==> config.mk <==
export PLATFORM = sky130hd
export DESIGN_NAME = matrix_result_display
export DESIGN_NICKNAME = d
export VERILOG_FILES = /design/src/rtl/matrix_result_display.sv
export SDC_FILE = /design/constraint.sdc
export NUM_CORES = 1
export LEC_CHECK = 0
export ABC_CLOCK_PERIOD_IN_PS = 3480
export BUFFER_PORTS_ARGS = -buffer_cell sky130_fd_sc_hd__buf_2
export CORE_MARGIN = 8
export CORE_UTILIZATION = 35
export DETAILED_ROUTE_END_ITERATION = 6
export REMOVE_ABC_BUFFERS = 1
export SETUP_SLACK_MARGIN = 0.3
export SLEW_MARGIN = 20
export SYNTH_ARGS = -nofsm -noshare
export SYNTH_HDL_FRONTEND = slang
export SYNTH_SLANG_ARGS = --single-unit
==> constraint.sdc <==
create_clock -name clk -period 3.48 [get_ports clk]
set_input_delay 0.696 -clock clk [delete_from_list [all_inputs] [get_ports clk]]
set_output_delay 0.696 -clock clk [all_outputs]
set_load 0.02 [all_outputs]
==> src/rtl/matrix_result_display.sv <==
// Seven-segment viewer for the 2x2 signed matrix multiplier result: shows C11..C22 one at a time
// with a programmable dwell, decimal point as minus sign, and an "E" glyph for operand-range errors.
module matrix_result_display #(
  parameter int DWELL_CYCLES = 10000000,
  parameter int CNT_W        = 24,
  parameter int LOOP         = 0
) (
  input  logic        clk,
  input  logic        reset,
  input  logic        res_valid,
  output logic        res_ready,
  input  logic [15:0] res_data,
  input  logic        res_error,
  output logic [6:0]  seg,
  output logic        seg_dp,
  output logic [1:0]  elem_idx,
  output logic        busy,
  output logic        done
);

  typedef enum logic [1:0] {
    IDLE = 2'd0,
    SHOW = 2'd1,
    ERR  = 2'd2
  } state_t;

  localparam logic [CNT_W-1:0] DWELL_LAST = CNT_W'(DWELL_CYCLES - 1);
  localparam logic [CNT_W-1:0] CNT_ONE    = CNT_W'(1);
  localparam logic [CNT_W-1:0] CNT_ZERO   = CNT_W'(0);
  localparam logic             LOOP_EN    = (LOOP != 0);
  localparam logic [6:0]       GLYPH_E    = 7'h79;

  // Sign/magnitude decode of one signed nibble: {dp, segments}; -8 shows as 8 with dp lit.
  function automatic logic [7:0] decode_elem(input logic [3:0] val);
    logic [3:0] mag;
    logic [6:0] glyph;
    if (val[3]) begin
      mag = 4'd0 - val;
    end else begin
      mag = val;
    end
    case (mag)
      4'd0:    glyph = 7'h3F;
      4'd1:    glyph = 7'h06;
      4'd2:    glyph = 7'h5B;
      4'd3:    glyph = 7'h4F;
      4'd4:    glyph = 7'h66;
      4'd5:    glyph = 7'h6D;
      4'd6:    glyph = 7'h7D;
      4'd7:    glyph = 7'h07;
      4'd8:    glyph = 7'h7F;
      default: glyph = 7'h00;
    endcase
    return {val[3], glyph};
  endfunction

  state_t            state_r, state_s;
  logic [CNT_W-1:0]  cnt_r, cnt_s;
  logic [1:0]        elem_r, elem_s;
  logic [15:0]       data_r, data_s;
  logic              done_s;
  logic              ready_s;
  logic              xfer_s;
  logic              expire_s;
  logic [3:0]        elem_val_s;
  logic [7:0]        decoded_s;
  logic [6:0]        seg_s;
  logic              dp_s;

  assign ready_s   = (state_r == IDLE) || (LOOP_EN && (state_r == SHOW));
  assign xfer_s    = res_valid && ready_s;
  assign expire_s  = (cnt_r == DWELL_LAST);
  assign res_ready = ready_s;
  assign elem_idx  = elem_r;

  // Next-state, dwell counter and capture logic; a transfer outranks dwell expiry.
  always_comb begin
    state_s = state_r;
    cnt_s   = cnt_r;
    elem_s  = elem_r;
    data_s  = data_r;
    done_s  = 1'b0;
    case (state_r)
      IDLE: begin
        if (xfer_s) begin
          data_s  = res_data;
          cnt_s   = CNT_ZERO;
          elem_s  = 2'd0;
          state_s = res_error ? ERR : SHOW;
        end else begin
          elem_s  = 2'd0;
        end
      end
      SHOW: begin
        if (xfer_s) begin
          data_s  = res_data;
          cnt_s   = CNT_ZERO;
          elem_s  = 2'd0;
          state_s = res_error ? ERR : SHOW;
        end else if (expire_s) begin
          cnt_s = CNT_ZERO;
          if (elem_r != 2'd3) begin
            elem_s = elem_r + 2'd1;
          end else if (LOOP_EN) begin
            elem_s = 2'd0;
            done_s = 1'b1;
          end else begin
            elem_s  = 2'd0;
            done_s  = 1'b1;
            state_s = IDLE;
          end
        end else begin
          cnt_s = cnt_r + CNT_ONE;
        end
      end
      ERR: begin
        elem_s = 2'd0;
        if (expire_s) begin
          cnt_s   = CNT_ZERO;
          done_s  = 1'b1;
          state_s = IDLE;
        end else begin
          cnt_s = cnt_r + CNT_ONE;
        end
      end
      default: begin
        state_s = IDLE;
        cnt_s   = CNT_ZERO;
        elem_s  = 2'd0;
      end
    endcase
  end

  // Display decode from next-state values so the first digit appears the cycle after the handshake.
  always_comb begin
    case (elem_s)
      2'd0:    elem_val_s = data_s[3:0];
      2'd1:    elem_val_s = data_s[7:4];
      2'd2:    elem_val_s = data_s[11:8];
      2'd3:    elem_val_s = data_s[15:12];
      default: elem_val_s = data_s[3:0];
    endcase
    decoded_s = decode_elem(elem_val_s);
    case (state_s)
      IDLE: begin
        seg_s = 7'h00;
        dp_s  = 1'b0;
      end
      SHOW: begin
        seg_s = decoded_s[6:0];
        dp_s  = decoded_s[7];
      end
      ERR: begin
        seg_s = GLYPH_E;
        dp_s  = 1'b0;
      end
      default: begin
        seg_s = 7'h00;
        dp_s  = 1'b0;
      end
    endcase
  end

  // State, counter, capture and registered display outputs with synchronous reset.
  always_ff @(posedge clk) begin
    if (reset) begin
      state_r <= IDLE;
      cnt_r   <= CNT_ZERO;
      elem_r  <= 2'd0;
      data_r  <= 16'h0000;
      seg     <= 7'h00;
      seg_dp  <= 1'b0;
      busy    <= 1'b0;
      done    <= 1'b0;
    end else begin
      state_r <= state_s;
      cnt_r   <= cnt_s;
      elem_r  <= elem_s;
      data_r  <= data_s;
      seg     <= seg_s;
      seg_dp  <= dp_s;
      busy    <= (state_s != IDLE);
      done    <= done_s;
    end
  end

endmodule

Word-level counts from Yosys, hierarchy flattened --
Memory sizes are Yosys's and may differ from the RTL's. Index checks and enable logic that the tools add are counted. Widths: inputs -> output; s select.
Word-level totals: register bits 54, bits in latches 0, memory bits (writable) 0, memory bits (read-only) 112, logic and storage cells 54, memories 1
Operators by class: add/subtract/negate cells 3, $mul 0, divide/modulo/power cells 0, order comparisons 0, eq/ne operators 10, shifts and indexed selects 0, muxes and demuxes 25, bitwise gates (word level) 1, reductions and logical operators 6
Memories:
- (name not given) | words 16, width 7, read ports 1, clocked after memory_dff 0, wr ports 0, RTL line 42 | case (mag)
Operator list (count):
- $mux 24 | 3
- $pmux 24 s3 | 1
- $mux 16 | 2
- $add 24x1->24 const B | 1
- $eq 24x24->1 const B | 1
- $mux 2 | 10
- $pmux 4 s4 | 1
- $pmux 7 s2 | 1
- $eq 2x2->1 const B | 4
- $eq 2x1->1 const B | 3
- $pmux 2 s3 | 1
- $logic_not 2->1 | 2
- $mux 1 | 4
- $mux 4 | 1
- $reduce_or 2->1 | 2
- $sub 1x4->4 const A | 1
- $add 2x1->2 const B | 1
- $ne 2x1->1 const B | 1
- $ne 2x2->1 const B | 1
- $pmux 1 s2 | 1
- $reduce_bool 2->1 | 1
- $logic_and 1x1->1 | 1
- $not 1->1 | 1

Longest topological paths before layout --
An unclocked memory read counts as a cell.
word-level depth 11, gate-level depth with buffers 14, gate-level depth less buffers 13

Worst setup path after synthesis --
No wires, ideal clock.
path type reg-to-reg, start register elem_r[1] (netlist: elem_idx[1]), end register seg[3], setup time 0.086 ns, arrival 3.279 ns, data required time 3.394 ns, setup slack 0.115 ns, cell stages (with the launch flop) 15, buffers on the path 1, period minus slack after synthesis 3.365 ns, path through dfxtp_1 -> ha_1 -> buf_6 -> o21bai_1 -> or4_1 -> o21ai_2 -> or2_4 -> o211ai_1 -> inv_1 -> ha_1 -> mux2i_1 -> inv_1 -> ha_1 -> mux2_2 -> a211oi_1
On the way: word-level cells in the longest chain between the ends 11, elaborated cells between the ends (all ways) 21, classes of those cells 2 x add/sub; 6 x eq/ne; 11 x mux; 1 x reduce/logical; 1 x memory
Ends and longest elaborated chain:
- from (decl) | RTL line 59 | logic [1:0] elem_r, elem_s;
- from (signal assigned) | RTL line 178 | elem_r <= elem_s;
- $add 2x1->2 or $ne 2x2->1 (tied branches) | RTL line 103, 102
- $mux 2 | RTL line 102 | if (elem_r != 2'd3) begin
- $mux 2 | RTL line 100 | end else if (expire_s) begin
- $mux 2 | RTL line 95 | if (xfer_s) begin
- $mux 2
- $eq 2x2->1, or another cell as far along | RTL line 136 | case (elem_s)
- $pmux 4 s4 | RTL line 136
- $sub 1x4->4 | RTL line 38 | mag = 4'd0 - val;
- $mux 4 | RTL line 37 | if (val[3]) begin
- $mem_v2 16x7
- $pmux 7 s2 (*) | RTL line 144 | case (state_s)
- to (signal assigned) | RTL line 180 | seg <= seg_s;
- to (decl) | RTL line 14 | output logic [6:0] seg,
Every way passes the cells marked *; elsewhere a longest branch is shown, timed or not. A chain may end at the register's enable or synchronous reset.

Final worst setup path --
start register cnt_r[7], end register seg[3]
On the way: word-level cells in the longest chain between the ends 10, elaborated cells between the ends (all ways) 19, classes of those cells 1 x add/sub; 6 x eq/ne; 10 x mux; 1 x reduce/logical; 1 x memory
Ends and longest elaborated chain:
- from (decl) | RTL line 58 | logic [CNT_W-1:0] cnt_r, cnt_s;
- from (signal assigned) | RTL line 177 | cnt_r <= cnt_s;
- $eq 24x24->1 (*) | RTL line 72 | assign expire_s = (cnt_r == DWELL_LAST);
- $mux 2 | RTL line 100
- $mux 2 | RTL line 95
- $mux 2
- $eq 2x2->1, or another cell as far along | RTL line 136
- $pmux 4 s4 | RTL line 136
- $sub 1x4->4 | RTL line 38
- $mux 4 | RTL line 37
- $mem_v2 16x7
- $pmux 7 s2 (*) | RTL line 144
Marks and branches as above.

==> results.tsv <==
stage	metric	value	unit
synth	syn_inst	350	
route	drt-initial-drc-count	91	
floorplan	initial_core_util	36.2	%
floorplan	die_x	108	µm
synth	muxShareOfSynthArea	6.49	%
route	wire_per_inst	13.7	µm
synth	synth_edf_count	0	
sta	drv_slew	0	
worst_setup_path	crit_buf_inv	2	
sta	finalCritPeriodShare	92.7	%
worst_setup_path	r2r_cells	12	
hold_path	hold_path.class	register to register	
synth	syn_area	2990	µm²
sta	tightest_slew	0.683	ns
sta	setup_violations	0	
sta	rsz0062_at_grt	yes	
worst_setup_path	cp.depth	12	
worst_setup_path	worstPathArrival	3.45	ns
power	p_leak	1.38	nW
global_routing	grt_max_degree	22	
finish	area_growth	21.7	%
place	port_buffers	32	
cts	cts_buffers	5	
route	drc	0	
route	num_vias	2551	
finish	fin_cells	502	
finish	regArea	1080	µm²
power	power_density	374	nW/µm²
floorplan	rows	33	
worst_setup_path	crit_family	simple AND/OR/NAND/NOR gates	
cts	htree_levels	2	
global_routing	grt.overflow.total	0	
finish	multi_input_area	1940	µm²
sta	fin_skew	0.00690	ns
synth	synth-xor-area-share	5.57	%
route	drtPass1Iterations	4	
cts	cts_tree	yes	
cts	clock_path_buffers	2	
finish	final_util	44.0	%
place	place_ws	0.103	ns
worst_setup_path	critPathRequiredTime	3.71	ns
global_routing	grt_pass1_wl	11400	µm
synth	synth_compound_area_share	15.0	%
sta	maxSlewHeadroom	54.5	%
floorplan	coreArea	8260	µm²
synth	synth.distinct_cells	61	
synth	ys_ff_latch	54	
finish	fill_cells	835	
global_routing	antenna_found_initial	0	
power	power	1.36	mW
route	wirelength	6860	µm
synth	ys_seq_area_share	36.2	%
synth	synthArstFlopShare	0	%
outcome	status	finished, final reports clean	
finish	finalNetCount	431	
route	ant_nets	0	
synth	synth_top_family_by_area	simple AND/OR/NAND/NOR gates	
sta	fmax	0.310	GHz
sta	setup_ws	0.255	ns
floorplan	dieArea	11700	µm²
floorplan	pin_count	33	
worst_setup_path	cp_max_fo	4	
route	viasPerCell	5.08	
sta	period_needed	3.22	ns
cts	clock_latency	0.31	ns
global_routing	grt_pass1_vias	2479	
worst_setup_path	end_kind	register	
worst_setup_path	critPathLaunchType	register	
cts	clkTransAtPathRegs	0.09	ns
floorplan	die_h	108	µm
finish	drive_above_1_share	25.9	%
sta	hold_violations	0	
synth	ys_warn_count	0	
finish	diodes	0	
place	place_inst	488	
synth	synth-simple-area-share	26.6	%
power	vdd.ir_drop.worst	0.000132	V
place	hpwl	5170	µm
job	max_cap_violations	0	
synth	avgSynthCellArea	8.53	µm²
hold_path	hold_depth	2	
synth	synth_ff_type	dfxtp_1	
worst_setup_path	crit_chain	or4b_4, or4_4, o21ai_4, or2_4, o211ai_1, inv_1, ha_2, mux2i_4, inv_2, ha_4, mux2_2, a211oi_2	
cts	cts-root-buf	clkbuf_8	
place	gp_congestion	0.822	
synth	synth_fa_ha_area_share	6.28	%
cts	cts_sinks	54	
global_routing	track_usage	11.7	%
worst_setup_path	worstSetupPathType	register to register	
worst_setup_path	critPathSlowestCell	or4b_4	
worst_setup_path	cp_slowest_stage_delay	0.54	ns
-- cell usage in the layout, fill, tap and decap left out, types with 3 or more instances in the layout --
cell type and instances:
mux2i_1 14, ha_4 3, dfxtp_1 51, o211ai_1 5
nand2_1 44, and3_1 4, nor2b_1 4, buf_4 21
a21oi_1 23, nand3_1 9, nand4_1 6, nor3_1 9
xnor2_1 6, dfxtp_2 3, buf_2 32, nand2b_1 5
inv_1 7, nand3b_1 3, o21ai_0 10, ha_1 11
clkbuf_8 5, o21bai_1 3, xor2_1 12, nor2_1 45
-- power by group --
part | internal [mW] | switching, mW
clock network | 0.216 | 0.198
logic | 0.131 | 0.163
registers | 0.640 | 0.0115
total | 0.987 | 0.373
-- registers in the layout (all words and copies together), names as in the netlist --
name	cells
state_r	2
busy	1
data_r	16
seg_dp	1
elem_idx	2
done	1
seg	7
cnt_r	24
-- cell type report --
class                   instances  area share (%)
clock buffers                   7            2.10
clock inverters                 1           0.826
inverters                       9           0.929
multi-input cells             271            53.3
flip-flops and latches         54            29.8
well taps                     105            3.61
repair buffers                 55            9.36
-- tightest hold or removal path: stages, from the launching register on --
cell and delay, ns:
dfxtp_1 0.33, nand2_1 0.05, a21oi_1 0.05
-- repair_timing --
action,4_1_cts,5_1_grt
buffers inserted,4,2
hold buffers,0,0
endpoints found under the hold margin,0,0
resized for setup,10,23
pin swaps,4,14
setup endpoints to repair,7,7
-- stage by stage --
stage	TNS, ns	area, µm²	hold WS, ns
floorplan	-1.25	2910	0.431
global placement	0	3320	0.453
detailed placement	0	3320	0.459
CTS	0	3510	0.474
global route	0	3640	0.496
finish	0	3640	0.474
-- cells in the mapped netlist (all sizes together) (7+ instances only) --
master	number	share of area, %
dfxtp	54	36
nor2	46	6.3
nand2	44	5.5
a21oi	25	4.2
mux2i	16	5.4
ha	15	6.3
xor2	12	3.5
nor3	11	2.0
o21ai	11	2.0
clkbuf	10	1.3
nand3	10	1.7
inv	9	1.1
xnor2	7	2.1
-- per-layer routing --
| metal | track usage [%] | routed length, µm | vias up |
|---|---|---|---|
| li1 | - | - | 1309 |
| met1 | 14.2 | 3130 | 1198 |
| met2 | 20.5 | 3300 | 37 |
| met3 | 2.56 | 368 | 7 |
| met4 | 2.64 | 59 | 0 |
| met5 | 0 | 0 | - |
-- cell families after synthesis --
logic type	after synthesis
and+or+nand+nor	153
AOI/OAI and AO/OA	65
DFF	54
buffers and inverters	25
xor gates and xnor gates	19
muxes	19
adders and majority gates	15
-- worst paths after layout --
check                                      startpoint                   end  slack (ns)
worst max-delay path            cnt_r[7]$_SDFFE_PP0P_     seg[3]$_SDFF_PP0_        0.26
worst min-delay path             data_r[8]$_SDFF_PP0_  data_r[8]$_SDFF_PP0_        0.47
worst max register to register  cnt_r[7]$_SDFFE_PP0P_     seg[3]$_SDFF_PP0_        0.26
worst min register to register   data_r[8]$_SDFF_PP0_  data_r[8]$_SDFF_PP0_        0.47
No activity file was read; power rests on OpenSTA's default activity.
